$ cat config.mk
export PLATFORM = sky130hd
export DESIGN_NAME = pb_conditioner
export DESIGN_NICKNAME = d
export VERILOG_FILES = /design/src/rtl/pb_conditioner.sv
export SDC_FILE = /design/constraint.sdc
export NUM_CORES = 1
export LEC_CHECK = 0
export ABC_AREA = 1
export CORE_ASPECT_RATIO = 1.4
export CORE_MARGIN = 2
export CORE_UTILIZATION = 45
export CTS_CLUSTER_DIAMETER = 200
export DETAILED_ROUTE_END_ITERATION = 6
export GPL_TIMING_DRIVEN = 0
export PLACE_DENSITY = 0.63
export SLEW_MARGIN = 20
export SYNTH_ARGS = -nofsm -noshare
export SYNTH_HDL_FRONTEND = slang
export SYNTH_SLANG_ARGS = --single-unit
$ cat constraint.sdc
create_clock -name hwclk -period 3.8 [get_ports hwclk]
set_input_delay 0.57 -clock hwclk [delete_from_list [all_inputs] [get_ports hwclk]]
set_output_delay 0.57 -clock hwclk [all_outputs]
set_load 0.05 [all_outputs]
$ cat src/rtl/pb_conditioner.sv
// Push-button front end: two-flop sync, tick-sampled debounce, edge pulses and
// lowest-key encoder with change strobe. Define PB_AUTOREPEAT_EN for key auto-repeat.
module pb_conditioner #(
    parameter int NUM_PB         = 21,
    parameter int SAMPLE_DIV     = 10000,
    parameter int STABLE_SAMPLES = 4,
    parameter int REPEAT_DELAY   = 50,
    parameter int REPEAT_RATE    = 10
) (
    input  logic              hwclk,
    input  logic              reset,
    input  logic [NUM_PB-1:0] pb,
    output logic [NUM_PB-1:0] pb_clean,
    output logic [NUM_PB-1:0] pb_rise,
    output logic [NUM_PB-1:0] pb_fall,
    output logic              key_valid,
    output logic [4:0]        key_idx,
    output logic              key_strobe,
    output logic              sample_tick
);
    localparam int CW = $clog2(SAMPLE_DIV);
    localparam logic [CW-1:0] CNT_LAST = CW'(SAMPLE_DIV - 1);

    logic [NUM_PB-1:0]         sync1, sync2;
    logic [CW-1:0]             div_cnt, div_cnt_next;
    logic [STABLE_SAMPLES-1:0] sh      [NUM_PB];
    logic [STABLE_SAMPLES-1:0] sh_next [NUM_PB];
    logic [NUM_PB-1:0]         all_ones, all_zeros;
    logic                      enc_any, enc_change, rep_fire;
    logic [4:0]                enc_idx;

    always_ff @(posedge hwclk) begin
        if (reset) begin
            sync1 <= '0;
            sync2 <= '0;
        end else begin
            sync1 <= pb;
            sync2 <= sync1;
        end
    end

    // sample_tick is registered so it is high exactly while div_cnt sits at its last value
    always_comb begin
        div_cnt_next = (div_cnt == CNT_LAST) ? '0 : div_cnt + 1'b1;
    end

    always_ff @(posedge hwclk) begin
        if (reset) begin
            div_cnt     <= '0;
            sample_tick <= 1'b0;
        end else begin
            div_cnt     <= div_cnt_next;
            sample_tick <= (div_cnt_next == CNT_LAST);
        end
    end

    always_comb begin
        for (int i = 0; i < NUM_PB; i++) begin
            sh_next[i]   = {sh[i][STABLE_SAMPLES-2:0], sync2[i]};
            all_ones[i]  = &sh_next[i];
            all_zeros[i] = ~|sh_next[i];
        end
    end

    always_ff @(posedge hwclk) begin
        if (reset) begin
            for (int i = 0; i < NUM_PB; i++) sh[i] <= '0;
            pb_clean <= '0;
            pb_rise  <= '0;
            pb_fall  <= '0;
        end else begin
            pb_rise <= '0;
            pb_fall <= '0;
            if (sample_tick) begin
                for (int i = 0; i < NUM_PB; i++) begin
                    sh[i] <= sh_next[i];
                    if (all_ones[i] && !pb_clean[i]) begin
                        pb_clean[i] <= 1'b1;
                        pb_rise[i]  <= 1'b1;
                    end else if (all_zeros[i] && pb_clean[i]) begin
                        pb_clean[i] <= 1'b0;
                        pb_fall[i]  <= 1'b0 | 1'b1;
                    end
                end
            end
        end
    end

    // With no key pressed the encoder keeps the previous index
    always_comb begin
        enc_any = |pb_clean;
        enc_idx = key_idx;
        for (int i = NUM_PB - 1; i >= 0; i--) begin
            if (pb_clean[i]) enc_idx = 5'(i);
        end
        enc_change = enc_any && (!key_valid || (enc_idx != key_idx));
    end

`ifdef PB_AUTOREPEAT_EN
    localparam int REP_MAX = (REPEAT_DELAY > REPEAT_RATE) ? REPEAT_DELAY : REPEAT_RATE;
    localparam int RW      = $clog2(REP_MAX + 1);

    logic [RW-1:0] rep_cnt, rep_target;
    logic          rep_armed, tick_d;

    // Counting on the delayed tick keeps repeats on the same edges as encoder updates
    always_comb begin
        rep_target = rep_armed ? RW'(REPEAT_RATE) : RW'(REPEAT_DELAY);
        rep_fire   = enc_any && !enc_change && tick_d && ((rep_cnt + 1'b1) == rep_target);
    end

    always_ff @(posedge hwclk) begin
        if (reset) begin
            rep_cnt   <= '0;
            rep_armed <= 1'b0;
            tick_d    <= 1'b0;
        end else begin
            tick_d <= sample_tick;
            if (!enc_any || enc_change) begin
                rep_cnt   <= '0;
                rep_armed <= 1'b0;
            end else if (tick_d) begin
                if (rep_fire) begin
                    rep_cnt   <= '0;
                    rep_armed <= 1'b1;
                end else begin
                    rep_cnt <= rep_cnt + 1'b1;
                end
            end
        end
    end
`else
    assign rep_fire = 1'b0;
`endif

    always_ff @(posedge hwclk) begin
        if (reset) begin
            key_valid  <= 1'b0;
            key_idx    <= '0;
            key_strobe <= 1'b0;
        end else begin
            key_valid  <= enc_any;
            key_idx    <= enc_idx;
            key_strobe <= enc_change || rep_fire;
        end
    end

endmodule
# After elaboration in Yosys (flattened, before gate mapping)
# Memories as Yosys holds them, arrays and structs flattened.
# Cells that the tools add are included.
# classes
reduce_logical,194
addsub,1
n_bitwise,22
mux,132
eq_ne,3
# op_table
cell,count
two-way mux 5 bit,21
two-way mux 1 bit,89
two-way mux 4 bit,21
AND reduction 4 bit,21
OR reduction 4 bit,21
OR reduction 3 bit,21
logical AND 1 bit,43
logical NOT 1 bit,43
AND reduction 2 bit,21
nonzero test 2 bit,21
== test 14 bit (second input constant),2
bitwise OR 1 bit,21
OR reduction 21 bit,1
adder 14 x 1 -> 14 bit (second input constant),1
two-way mux 14 bit,1
!= test 5 bit,1
OR reduction 2 bit,1
logical OR 1 bit,1
inverter 1 bit,1
# word_totals
mem_count,1
register_bits,127
ram_bits,84
in_bits,23
out_inout_bits,71
# mem_list
name,depth,word_bits,read_ports,rd_clocked_by_memory_dff,write_ports,line_no,text
sh,21,4,21,0,21,26,logic [STABLE_SAMPLES-1:0] sh [NUM_PB];

# Longest topological paths before layout
# depth
depth_word,24
depth_mapped,25

# Worst setup path after synthesis
# OpenSTA, ideal clock, no wires.
# synth_timing
kind,register to register
from,reg sample_tick
to,"mem sh[0][0], enable pin"
arrival_time_ps,2549
path_slack_ps,828
setup_ps,422
stages_incl_launch_ff,5
cell_sequence,dfxtp_1 > clkbuf_1 > inv_1 > clkbuf_1 > nand2_1
# synth_rtl
item,line_no,text
from (decl),19,output logic sample_tick
from (signal assigned),53,sample_tick <= (div_cnt_next == CNT_LAST);
to (decl),26,

# Worst setup path in the final report
# layout_timing
from,reg pb_clean[20]
to,out pb_clean[20]
# layout_rtl
item,line_no,text
from (decl),13,"output logic [NUM_PB-1:0] pb_clean,"
from (signal assigned),68,pb_clean <= '0;
"from (signal, indexed assignment)",78,pb_clean[i] <= 1'b1;
"from (signal, indexed assignment)",81,pb_clean[i] <= 1'b0;
# No word-level cell between the ends.

==> metrics <==
GRT Util Overall 0.2039; met2 usage in global routing 0.3778; Post-synth EDFFs 63; Die ar. 0.01657 mm^2; Fmax approximately 420 MHz; Pleak about 3.4 nW; CTS root buf clkbuf_16; first-pass GRT wire length about 25 mm; DP Cell Count about 1000; syn avg cell area 9.180 um^2; CTS tree built; min cycle time layout ~2.4 ns; area leader, netlist dfxtp_1; Starting Density 0.4627; Pwr Total ~4.1 mW; clk_skew 0.006246 ns; hold endpoint sync2[16]$_SDFF_PP0_; most crowded layer after global routing met2; final antenna-violating net count 0; Area Growth Syn to Fin 25.68%; CP max stage cell clkdlybuf4s50_1; aggregate global routing overflow 0; critical-path maximum fanout 8; critical path's largest stage delay 0.88 ns; Worst R2R Path Depth 5; Worst Hold Launch sync1[16]$_SDFF_PP0_; vias around 5300; cell family with most CP delay buffers and inverters; vias in the first global route between 5000 and 6000; worst skew pair latency between 0.4 and 0.5 ns; vias per cell around 5; Mapped Nets just under 800; relative slew slack 0.4665; placed inst area 0.008192 mm^2; DRC Markers 0; final setup fails 0; fin. max-slew vios 0; boundary pin count 94; First DRT Iteration DRCs roughly 300; Startpoint Class flip-flop; worst setup path startpoint pb_clean[20]$_SDFFE_PP0P_; CTS Buf Count 17; GPL Wtd Cong 0.8076; DP Wirelength around 12 mm; Yosys top cell area share 0.3634; antenna violations before repair 0; Clock Path Buffers 2; share of layout cells above drive strength 1 0.07779; Crit Path Category reg2out; setup repair bufs after CTS 0; Worst Setup End Kind output pin; hold depth 2; most frequent cell after synthesis nor2_1; worst hold path class reg2reg; Synth Flop Type dfxtp_1; Synth cell types 33; synth warn 0; Routed WL ~16 mm; RSZ-0062 raised after global routing no; Max-Cap Viols 0; status complete, no violations; setup TNS 0 ns; ys async rst share 0; # diodes 0; worst path buffer plus inverter count 1; drt pass-1 iters 6; Seq/Total Area, Yosys 0.6339; row cnt 53; Final Instance Count excl. Fillers approximately 1100; die width about 110 um; hold_buf cts 0; setup slack, reg-to-reg roughly 1.4 ns; WP data arrival 1.80 ns; M3 GR Usage 0.05090; Commonest cells post-synth nor2_1, inv_1, dfxtp_1; r2r endpoint sh[2][2]$_SDFFCE_PN0P_; Min Hold Slack 0.4032 ns; PwrDens between 400 and 500 mW/mm^2; wire per inst roughly 15 um; Die Height 151.5 um; reg2reg start sample_tick$_SDFF_PP0_; Sink Count 190; CP required approximately 3.2 ns; critical path depth 1; clock slew at reported path FFs 0.07 ns; Post-Syn Instances between 700 and 800; synthesized flop and latch total 190; fin area ~0.0088 mm^2; core area about 0.015 mm^2; met1 Track Usage GR 0.2276; maximum vdd drop ~0.38 mV; Final nets around 900; pin count of the biggest net entering global routing 52; largest cells by area after synthesis dfxtp_1, edfxtp_1, nor2_1; Least-Margin Pin Slew roughly 0.80 ns; Final Hold Fails 0; htree depth 4; mapped cell area about 0.0070 mm^2; CTS resizes 0; CP cell instances clkdlybuf4s50_1; Final period util 0.6245; Port Buffers 92
[cell usage in the layout, fill, tap and decap left out, types with 2 or more instances in the layout]
| master | n |
|---|---|
| nor2_1 | 156 |
| inv_1 | 148 |
| dfxtp_1 | 127 |
| clkdlybuf4s50_1 | 92 |
| edfxtp_1 | 63 |
| nand2_1 | 62 |
| nor3_1 | 61 |
| nand3_1 | 27 |
| clkbuf_1 | 19 |
| nand4_1 | 17 |
| clkbuf_16 | 17 |
| a31o_2 | 16 |
| inv_2 | 10 |
| nor4_1 | 8 |
| buf_1 | 7 |
| a21oi_1 | 6 |
| o22ai_1 | 5 |
| o21ai_0 | 5 |
| clkinv_1 | 3 |
| xnor2_1 | 3 |
| nor2_2 | 3 |
| bufinv_16 | 3 |
| o21ai_1 | 2 |
| nand3_2 | 2 |
| nor3_2 | 2 |
| ha_1 | 2 |
| clkinv_2 | 2 |
| clkinvlp_4 | 2 |
| inv_4 | 2 |
| clkbuf_8 | 2 |
[registers in the layout (all words and copies together) (netlist names), 5 cells and up]
signal and flops:
sh 63, pb_clean 21, pb_fall 21, pb_rise 21, sync1 21, sync2 21
div_cnt 14, key_idx 5
[per-stage QoR]
step / setup slack [ns] / utilization
floorplan: 0.8282 / -
detailed placement: 0.9877 / 0.5418
global route: 1.297 / 0.5815
global placement: -0.08602 / 0.5395
finish: 1.427 / 0.5815
CTS: 1.366 / 0.5815
[worst register-to-register path: stages (launching register included)]
cell and delay, ns:
dfxtp_1 0.33, clkbuf_1 0.30, nand2_1 0.42, clkbuf_1 0.49, buf_1 0.48, nor2_1 0.08
[layout make-up]
cell class,instances,area [um^2]
Clock buffer,22,464.2
Clock inverter,10,136.4
Buffer,23,86.33
Fill cell,1339,6327
Inverter,161,604.3
Sequential cell,190,4434
Tap cell,192,240.2
Multi-Input combinational cell,388,1878
Timing Repair Buffer,93,948.4
[cell families after synthesis]
group           Yosys count  synth area share
compound gates           38           0.03863
xor+xnor                  4          0.005009
fa+ha+maj                 2          0.003577
buf+inv                 184           0.09873
flops                   190            0.6339
simple gates            344            0.2202
[per-layer routing]
layer	vias up	part of all wire
met3	20	0.047
li1	2634	-
met1	2492	0.39
met4	0	0.017
met5	-	0
met2	135	0.54
[how the worst max path moves through the flow]
| stage | end | slack, ns |
|---|---|---|
| 6_report | pb_clean[20] | 1.43 |
| 5_1_grt | sh[2][1]$_SDFFCE_PN0P_ | 1.30 |
| 3_3_place_gp | sh[0][22]$_SDFFCE_PN0P_ | -0.09 |
| 2_1_floorplan | sh[0][0]$_SDFFCE_PN0P_ | 0.83 |
| 4_1_cts | sh[2][2]$_SDFFCE_PN0P_ | 1.37 |
| 3_5_place_dp | sh[2][2]$_SDFFCE_PN0P_ | 0.99 |
[power by group]
group          switching [mW]  total, mW  internal (mW)
combinational          0.0739      0.119         0.0449
clock                   0.736       1.81           1.07
sequential             0.0258       2.17           2.14
total                   0.836       4.09           3.26
(Power assumes the default switching activity.)
